[src/rtl/lsu_pkg.sv]
// Shared definitions for the load/store unit: access-size encodings and FSM states.
package lsu_pkg;

  localparam logic [1:0] SZ_BYTE = 2'd0;
  localparam logic [1:0] SZ_HALF = 2'd1;
  localparam logic [1:0] SZ_WORD = 2'd2;

  typedef enum logic [2:0] {
    IDLE,
    ACCESS,
    MERGE,
    WRITE,
    RESP
  } lsu_state_e;

endpackage

[src/rtl/lsu_data_align.sv]
// Combinational lane extraction and extension for loads, and lane merge for
// sub-word stores (read-modify-write of a full SRAM word).
module lsu_data_align
  import lsu_pkg::*;
(
  input  logic [31:0] word,
  input  logic [1:0]  offset,
  input  logic [1:0]  size,
  input  logic        sign_ext,
  input  logic [31:0] wdata,
  output logic [31:0] load_data,
  output logic [31:0] merged_word
);

  logic [7:0]  byte_lane;
  logic [15:0] half_lane;

  // Half-word lanes are little-endian: addr[1] picks the upper or lower half.
  always_comb begin
    byte_lane   = word[{offset, 3'b000} +: 8];
    half_lane   = offset[1] ? word[31:16] : word[15:0];
    load_data   = word;
    merged_word = wdata;
    case (size)
      SZ_BYTE: begin
        load_data   = {{24{sign_ext & byte_lane[7]}}, byte_lane};
        merged_word = word;
        merged_word[{offset, 3'b000} +: 8] = wdata[7:0];
      end
      SZ_HALF: begin
        load_data   = {{16{sign_ext & half_lane[15]}}, half_lane};
        merged_word = word;
        merged_word[{offset[1], 4'b0000} +: 16] = wdata[15:0];
      end
      default: ;
    endcase
  end

endmodule

[src/rtl/lsu_sram_master.sv]
// Load/store unit driving a word-wide SRAM that only accepts full-word writes.
// Optional macro LSU_MISALIGN_TRAP_EN turns misaligned accesses into error responses.
module lsu_sram_master
  import lsu_pkg::*;
#(
  parameter int ADDR_W = 10
) (
  input  logic              clk,
  input  logic              rst,
  input  logic              req_valid,
  output logic              req_ready,
  input  logic              req_we,
  input  logic [1:0]        req_size,
  input  logic              req_signed,
  input  logic [31:0]       req_addr,
  input  logic [31:0]       req_wdata,
  output logic              resp_valid,
  output logic [31:0]       resp_rdata,
  output logic              resp_err,
  output logic [3:0]        sram_wen,
  output logic [ADDR_W-1:0] sram_addr,
  output logic [31:0]       sram_wdata,
  input  logic [31:0]       sram_rdata
);

  lsu_state_e state, state_nxt;

  logic              we_q, signed_q, err_q;
  logic [1:0]        size_q;
  logic [ADDR_W+1:0] addr_q;
  logic [31:0]       wdata_q, word_q, rdata_q;
  logic [31:0]       load_data, merged_word;
  logic              transfer, wr_word, wr_merge;
  logic [1:0]        size_norm;
  logic [ADDR_W+1:0] addr_in;
  logic              err_in;
  logic              unused_addr_bits;

  assign unused_addr_bits = ^req_addr[31:ADDR_W+2];
  assign transfer  = req_valid && req_ready;
  assign size_norm = (req_size == 2'd3) ? SZ_WORD : req_size;

`ifdef LSU_MISALIGN_TRAP_EN
  assign err_in  = ((size_norm == SZ_HALF) && req_addr[0]) ||
                   ((size_norm == SZ_WORD) && (req_addr[1:0] != 2'b00));
  assign addr_in = req_addr[ADDR_W+1:0];
`else
  // Misaligned requests are silently rounded down to the natural boundary.
  assign err_in = 1'b0;
  always_comb begin
    addr_in = req_addr[ADDR_W+1:0];
    if (size_norm == SZ_HALF) addr_in[0] = 1'b0;
    if (size_norm == SZ_WORD) addr_in[1:0] = 2'b00;
  end
`endif

  lsu_data_align u_align (
    .word        (sram_rdata),
    .offset      (addr_q[1:0]),
    .size        (size_q),
    .sign_ext    (signed_q),
    .wdata       (wdata_q),
    .load_data   (load_data),
    .merged_word (merged_word)
  );

  always_ff @(posedge clk) begin
    if (rst) begin
      state    <= IDLE;
      we_q     <= 1'b0;
      size_q   <= SZ_BYTE;
      signed_q <= 1'b0;
      err_q    <= 1'b0;
      addr_q   <= '0;
      wdata_q  <= '0;
      word_q   <= '0;
      rdata_q  <= '0;
    end else begin
      state <= state_nxt;
      if (transfer) begin
        we_q     <= req_we;
        size_q   <= size_norm;
        signed_q <= req_signed;
        err_q    <= err_in;
        addr_q   <= addr_in;
        wdata_q  <= req_wdata;
        rdata_q  <= '0;
      end
      if (state == ACCESS && !we_q && !err_q) rdata_q <= load_data;
      if (state == MERGE) word_q <= merged_word;
    end
  end

  always_comb begin
    state_nxt = state;
    case (state)
      IDLE:    if (transfer) state_nxt = ACCESS;
      ACCESS: begin
        if (!err_q && we_q && size_q != SZ_WORD) state_nxt = MERGE;
        else                                     state_nxt = RESP;
      end
      MERGE:   state_nxt = WRITE;
      WRITE:   state_nxt = RESP;
      RESP:    state_nxt = IDLE;
      default: state_nxt = IDLE;
    endcase
  end

  // Outputs are gated by rst so an in-flight write never lands on the reset edge.
  always_comb begin
    wr_word    = (state == ACCESS) && we_q && (size_q == SZ_WORD) && !err_q;
    wr_merge   = (state == WRITE);
    req_ready  = !rst && (state == IDLE);
    resp_valid = !rst && (state == RESP);
    resp_rdata = resp_valid ? rdata_q : 32'h0;
    sram_addr  = rst ? '0 : addr_q[ADDR_W+1:2];
    sram_wen   = 4'h0;
    sram_wdata = 32'h0;
    if (!rst && wr_word) begin
      sram_wen   = 4'hf;
      sram_wdata = wdata_q;
    end else if (!rst && wr_merge) begin
      sram_wen   = 4'hf;
      sram_wdata = word_q;
    end
  end

`ifdef LSU_MISALIGN_TRAP_EN
  assign resp_err = resp_valid && err_q;
`else
  assign resp_err = 1'b0;
`endif

endmodule

[config.mk]
export PLATFORM = sky130hd
export DESIGN_NAME = lsu_sram_master
export DESIGN_NICKNAME = d
export VERILOG_FILES = /design/src/rtl/lsu_pkg.sv /design/src/rtl/lsu_data_align.sv /design/src/rtl/lsu_sram_master.sv
export SDC_FILE = /design/constraint.sdc
export NUM_CORES = 1
export LEC_CHECK = 0
export ABC_AREA = 1
export BUFFER_PORTS_ARGS = -buffer_cell sky130_fd_sc_hd__buf_4
export CAP_MARGIN = 20
export CORE_ASPECT_RATIO = 0.5
export CORE_MARGIN = 4
export CORE_UTILIZATION = 53
export CTS_CLUSTER_SIZE = 8
export DETAILED_ROUTE_END_ITERATION = 8
export PLACE_DENSITY = 0.9
export SLEW_MARGIN = 10
export SYNTH_ARGS = -nofsm -noshare
export SYNTH_HDL_FRONTEND = slang
export SYNTH_SLANG_ARGS = --single-unit
[constraint.sdc]
create_clock -name clk -period 2.2 [get_ports clk]
set_clock_uncertainty 0.15 [all_clocks]
set_input_delay 0 -clock clk [delete_from_list [all_inputs] [get_ports clk]]
set_output_delay 0 -clock clk [all_outputs]
set_load 0.02 [all_outputs]
==> reports/results.tsv, run 1 <==
metric	value	unit
final_area	9600	µm²
fin_crit_sh	0.9865	
coreArea	12120	µm²
tns	0	ns
final_antenna_net_count	0	
final_common_cell	buf_4	
ys_ff_latch	115	
critPathRequiredTime	2.34	ns
synth.top_cell.area_share	0.3423	
postSynth.asyncResetShare	0	
syn_nets	1153	
crit_start	state[2]	
h-tree-depth	4	
cpPeakStageDelay	0.59	ns
holdCritPathClass	primary input to register	
reg2reg_from	state[2]	
cts_root_buf	clkbuf_16	
routedWlPerCell	20.02	µm
gp_congestion	0.9607	
n_antenna_cell	0	
finalNetCount	1378	
syn_avg_cell_area	6.436	µm²
mappedNetlistArea	6725	µm²
cp_cell_sequence	nor2_4 > inv_1 > nor2_4 > nand2_4 > buf_8 > a22oi_1 > dlygate4sd3_1 > nor2_1	
cts.path.max_buffers	2	
setup_viol	0	
hold_violations	0	
ys.flop_type	dfxtp_1	
grt.total_usage	0.3808	
reg2regPathDepth	8	
critical_path_depth	8	
n_fill_cell	879	
min-delay-start	sram_rdata[17]	
most-common-layout-cells	184 x buf_4, 163 x nand2_1, 161 x a21oi_1	
antenna_found_initial	0	
cap_viol_max_count	0	
start_kind	register	
drt_first_iter_violations	1358	
clkLatencyLatePin	0.42	ns
rsz0062_at_grt	true	
dieArea	14670	µm²
multi_input_area	3447	µm²
leakage	0.004072	µW
run_status	finished, final reports clean	
tightest_slew	0.5589	ns
cts_tree	built	
hold_path_depth	5	
grt_overflow	0	
crit_path_end_kind	register	
r2r_slack	0.03	ns
finalMaxSlewViolations	0	
wirelength	28.98	mm
cts.sinks	115	
numPortBuffers	162	
synth_largest_area_cell	dfxtp_1	
critPathBufInv	3	
postSynthCellCount	1045	
pin_count	184	
cp_common_cell	nor2_4	
period_needed	2.170	ns
arrival	2.31	ns
seq_area_frac_synth	0.3423	
avgViaCountPerCell	5.881	
cts_buffers	17	
place_hpwl	18.23	mm
clk_pin_slew_worst_paths	0.06	ns
holdWs	0.07858	ns
relSlewSlack	0.6261	
crit_family	buffers and inverters	
vias	8516	
vdd.ir_drop.worst	492.6	µV
first_global_vias	8038	
dieWidth	167.3	µm
synth_edf_count	0	
place_area	7964	µm²
die_height	87.66	µm
seq_area	2303	µm²
grt_max_degree	68	
critical_path.max_fanout	29	
fmax	460.8	MHz
grt_pass1_wl	43.70	mm
power_density	661.4	nW/µm²
drc	0	
synth_area_leaders	dfxtp_1 34%, a21oi_1 12%, nand2_1 9.2%, inv_1 9.2%, o21ai_0 9.0%	
syn_to_final_growth	42.75	%
firstDrtPassIters	7	
critPathSlowestCell	dlygate4sd3_1	
layout-drive-gt1-share	0.2104	
row_count	28	
ys_types	36	
yosysWarnings	0	
critPathKind	register to register	
start_util	0.5548	
## flip-flops by register name, summed over array words and instances (netlist names)
register / count
we_q: 1
state: 3
signed_q: 1
rdata_q: 32
wdata_q: 32
word_q: 32
addr_q: 12
size_q: 2
## stage by stage
| stage | utilization | setup slack [ns] | total power [µW] | cells |
|---|---|---|---|---|
| 4_1_cts | 0.7858 | 0.007860 | 6225 | 1447 |
| 3_3_place_gp | 0.6570 | 0.3206 | 3204 | 1321 |
| 2_1_floorplan | - | 0.1923 | 2864 | 1045 |
| 6_report | 0.7920 | 0.02976 | 6350 | 1448 |
| 3_5_place_dp | 0.6570 | 0.2443 | 3217 | 1321 |
| 5_1_grt | 0.7920 | -0.01357 | 6518 | 1448 |
## worst paths after layout
check / end
worst max-delay path: addr_q[1]
worst min-delay path: rdata_q[17]
worst max register to register: addr_q[1]
worst min register to register: addr_q[10]
## kinds of logic after synthesis
kind of cell / count (synthesis) / share of synthesized area
other cells: 1 / 0.0005576
compound gates: 360 / 0.2945
simple gates: 321 / 0.2004
flops: 115 / 0.3423
buf+inv: 243 / 0.1529
fa+ha+maj: 5 / 0.009302
## layout make-up
cell class,count,area share
well taps,165,0.02150
repair inverters,1,0.0007820
inverters,169,0.06790
flip-flops and latches,115,0.2399
multi-input cells,687,0.3591
repair buffers,279,0.2467
clock buffers,19,0.04614
clock inverters,13,0.01799
## what timing repair did
item                                    in CTS  in global routing
buffers inserted                             3                  1
pin swaps                                    0                  1
gates cloned                                 1                  0
endpoints found under the hold margin      106                  0
hold buffers                                90                  0
endpoints found under the setup margin      32                 56
resized for setup                            4                 16
## power breakdown
part,switching (µW),total [µW],internal (µW)
clock,1100,2930,1830
combinational,725,1160,437
sequential,68.3,2250,2190
total,1900,6350,4450
## cells in the mapped netlist (all sizes together) (8+ instances only)
library cell,n
nand2,180
a21oi,172
inv,169
o21ai,123
dfxtp,115
nor2,103
buf,43
clkbuf,31
o22ai,31
nand3,29
o211ai,20
nor3,9
o2111ai,8
## metal layers
metal / vias to the layer above / wire length, µm / global-route usage
met5: - / 0 / 0
met1: 3884 / 11130 / 0.4699
li1: 3859 / - / -
met3: 117 / 3680 / 0.1168
met4: 0 / 1165 / 0.1649
met2: 656 / 13000 / 0.6284
## worst reg2reg max path: cells and delay by family, from the launching register on
| kind | cells | cell delay [ns] |
|---|---|---|
| buffers and inverters | 3 | 0.87 |
| AO/OA/AOI/OAI | 1 | 0.21 |
| AND/OR/NAND/NOR | 4 | 0.46 |
| flip-flops | 1 | 0.36 |
Power figures use the tool's default switching activity.
==> inputs of run 2 (changes only) <==
--- a/config.mk
+++ b/config.mk
@@ -10,10 +10,10 @@
 export CAP_MARGIN = 20
 export CORE_ASPECT_RATIO = 0.5
 export CORE_MARGIN = 4
-export CORE_UTILIZATION = 53
+export CORE_UTILIZATION = 47
 export CTS_CLUSTER_SIZE = 8
 export DETAILED_ROUTE_END_ITERATION = 8
-export PLACE_DENSITY = 0.9
+export PLACE_DENSITY = 0.82
 export SLEW_MARGIN = 10
 export SYNTH_ARGS = -nofsm -noshare
 export SYNTH_HDL_FRONTEND = slang
==> reports/results.tsv, run 2 (synthesis results as in run 1) <==
metric	value	unit
coreArea	13780	µm²
dieArea	16400	µm²
clk_pin_slew_worst_paths	0.06	ns
leakage	0.004025	µW
critPathKind	register to register	
postLayoutCoreUtil	0.6878	
critical_path.max_fanout	40	
finalMaxSlewViolations	0	
first_global_vias	7559	
finalNetCount	1368	
cts.sinks	115	
grt_max_degree	68	
cts_root_buf	clkbuf_16	
most-common-layout-cells	183 x buf_4, 164 x inv_1, 164 x nand2_1	
cts.path.max_buffers	2	
crit_start	addr_q[1]	
fmax	470.7	MHz
post_cts_buffers	0	
tightest_slew	0.6367	ns
final_antenna_net_count	0	
cap_viol_max_count	0	
fin_crit_sh	0.9657	
arrival	2.25	ns
pin_count	184	
drt_first_iter_violations	771	
run_status	finished, final reports clean	
vdd.ir_drop.worst	422.3	µV
p_total	6230	µW
clkLatencyLatePin	0.41	ns
crit_path_end_kind	register	
final_common_cell	buf_4	
power_density	657.5	nW/µm²
n_fill_cell	1152	
numPortBuffers	162	
routedWlPerCell	18.13	µm
start_kind	register	
wirelength	26.63	mm
h-tree-depth	4	
critPathRequiredTime	2.33	ns
die_height	92.59	µm
min-delay-start	sram_rdata[2]	
reg.largest.list	rdata_q (32), wdata_q (32), word_q (32)	
antenna_found_initial	1	
setup_viol	0	
hold_violations	0	
syn_to_final_growth	40.89	%
drc	0	
relSlewSlack	0.5755	
grt_pass1_wl	41.35	mm
cts_tree	built	
cts_buffers	17	
start_util	0.4882	
reg2reg_from	addr_q[1]	
grt_overflow	0	
period_needed	2.125	ns
place_hpwl	18.04	mm
grt.total_usage	0.3187	
layout-drive-gt1-share	0.2035	
vias	8088	
firstDrtPassIters	7	
row_count	30	
holdCritPathClass	primary input to register	
avgViaCountPerCell	5.506	
dieWidth	177.2	µm
gp_congestion	0.9789	
run 2: cell types whose count changed in the layout (fill, tap and decap cells not counted), sizes merged:
cell and delta:
buf -4, clkbuf -2, clkinv +1, clkinvlp -1, diode +4, inv +1, dlygate4sd3 -5
run 2: worst max-delay path: stages (launching register included):
cell and delay (ns):
dfxtp_1 0.32, buf_4 0.26, o21ai_2 0.44, nand2_1 0.10
nand3_1 0.11, dlygate4sd3_1 0.55, a21oi_1 0.06
run 2: metrics by stage:
step	cell area (µm²)	setup TNS, ns	instances	hold slack (ns)	worst slack (ns)
CTS	9442	0	1465	0.01179	0.03965
global route	9468	-0.006734	1466	0.05001	-0.006734
floorplan	6725	0	1045	-0.05978	0.1923
finish	9475	0	1469	0.03692	0.07544
detailed placement	7985	0	1348	0.05226	0.2387
global placement	7985	0	1348	0.04956	0.3011
run 2: per-layer routing:
metal,global-route usage,part of all wire,wire (µm),up-vias
met5,0,0,0,-
li1,-,-,-,3834
met2,0.4828,0.43,11370,537
met4,0.1094,0.028,755,0
met3,0.1056,0.13,3426,70
met1,0.4267,0.42,11080,3647
run 2: worst paths after layout:
check          endpoint  cells past startpoint  slack (ns)
max          rdata_q[1]                      6        0.08
min          rdata_q[2]                      5        0.04
max reg2reg  rdata_q[1]                      6        0.08
min reg2reg   addr_q[6]                      2        0.30
run 2: layout make-up:
type	instances	area [µm²]	share of cell area
well taps	192	240.2	0.02535
diodes	4	10.01	0.001056
multi-input cells	687	3416	0.3605
repair buffers	270	2256	0.2381
clock inverters	15	180.2	0.01901
inverters	169	644.4	0.06800
flip-flops and latches	115	2303	0.2431
clock buffers	17	425.4	0.04490
run 2: what timing repair did:
item / CTS / global route
endpoints found under the setup margin: 0 / 7
endpoints found under the hold margin: 105 / 0
hold buffers: 85 / 0
resized for setup: 0 / 7
run 2: power breakdown:
group,internal [µW],switching (µW)
Clock,1790,1090
Combinational,421,684
Sequential,2190,61.0
Total,4400,1830
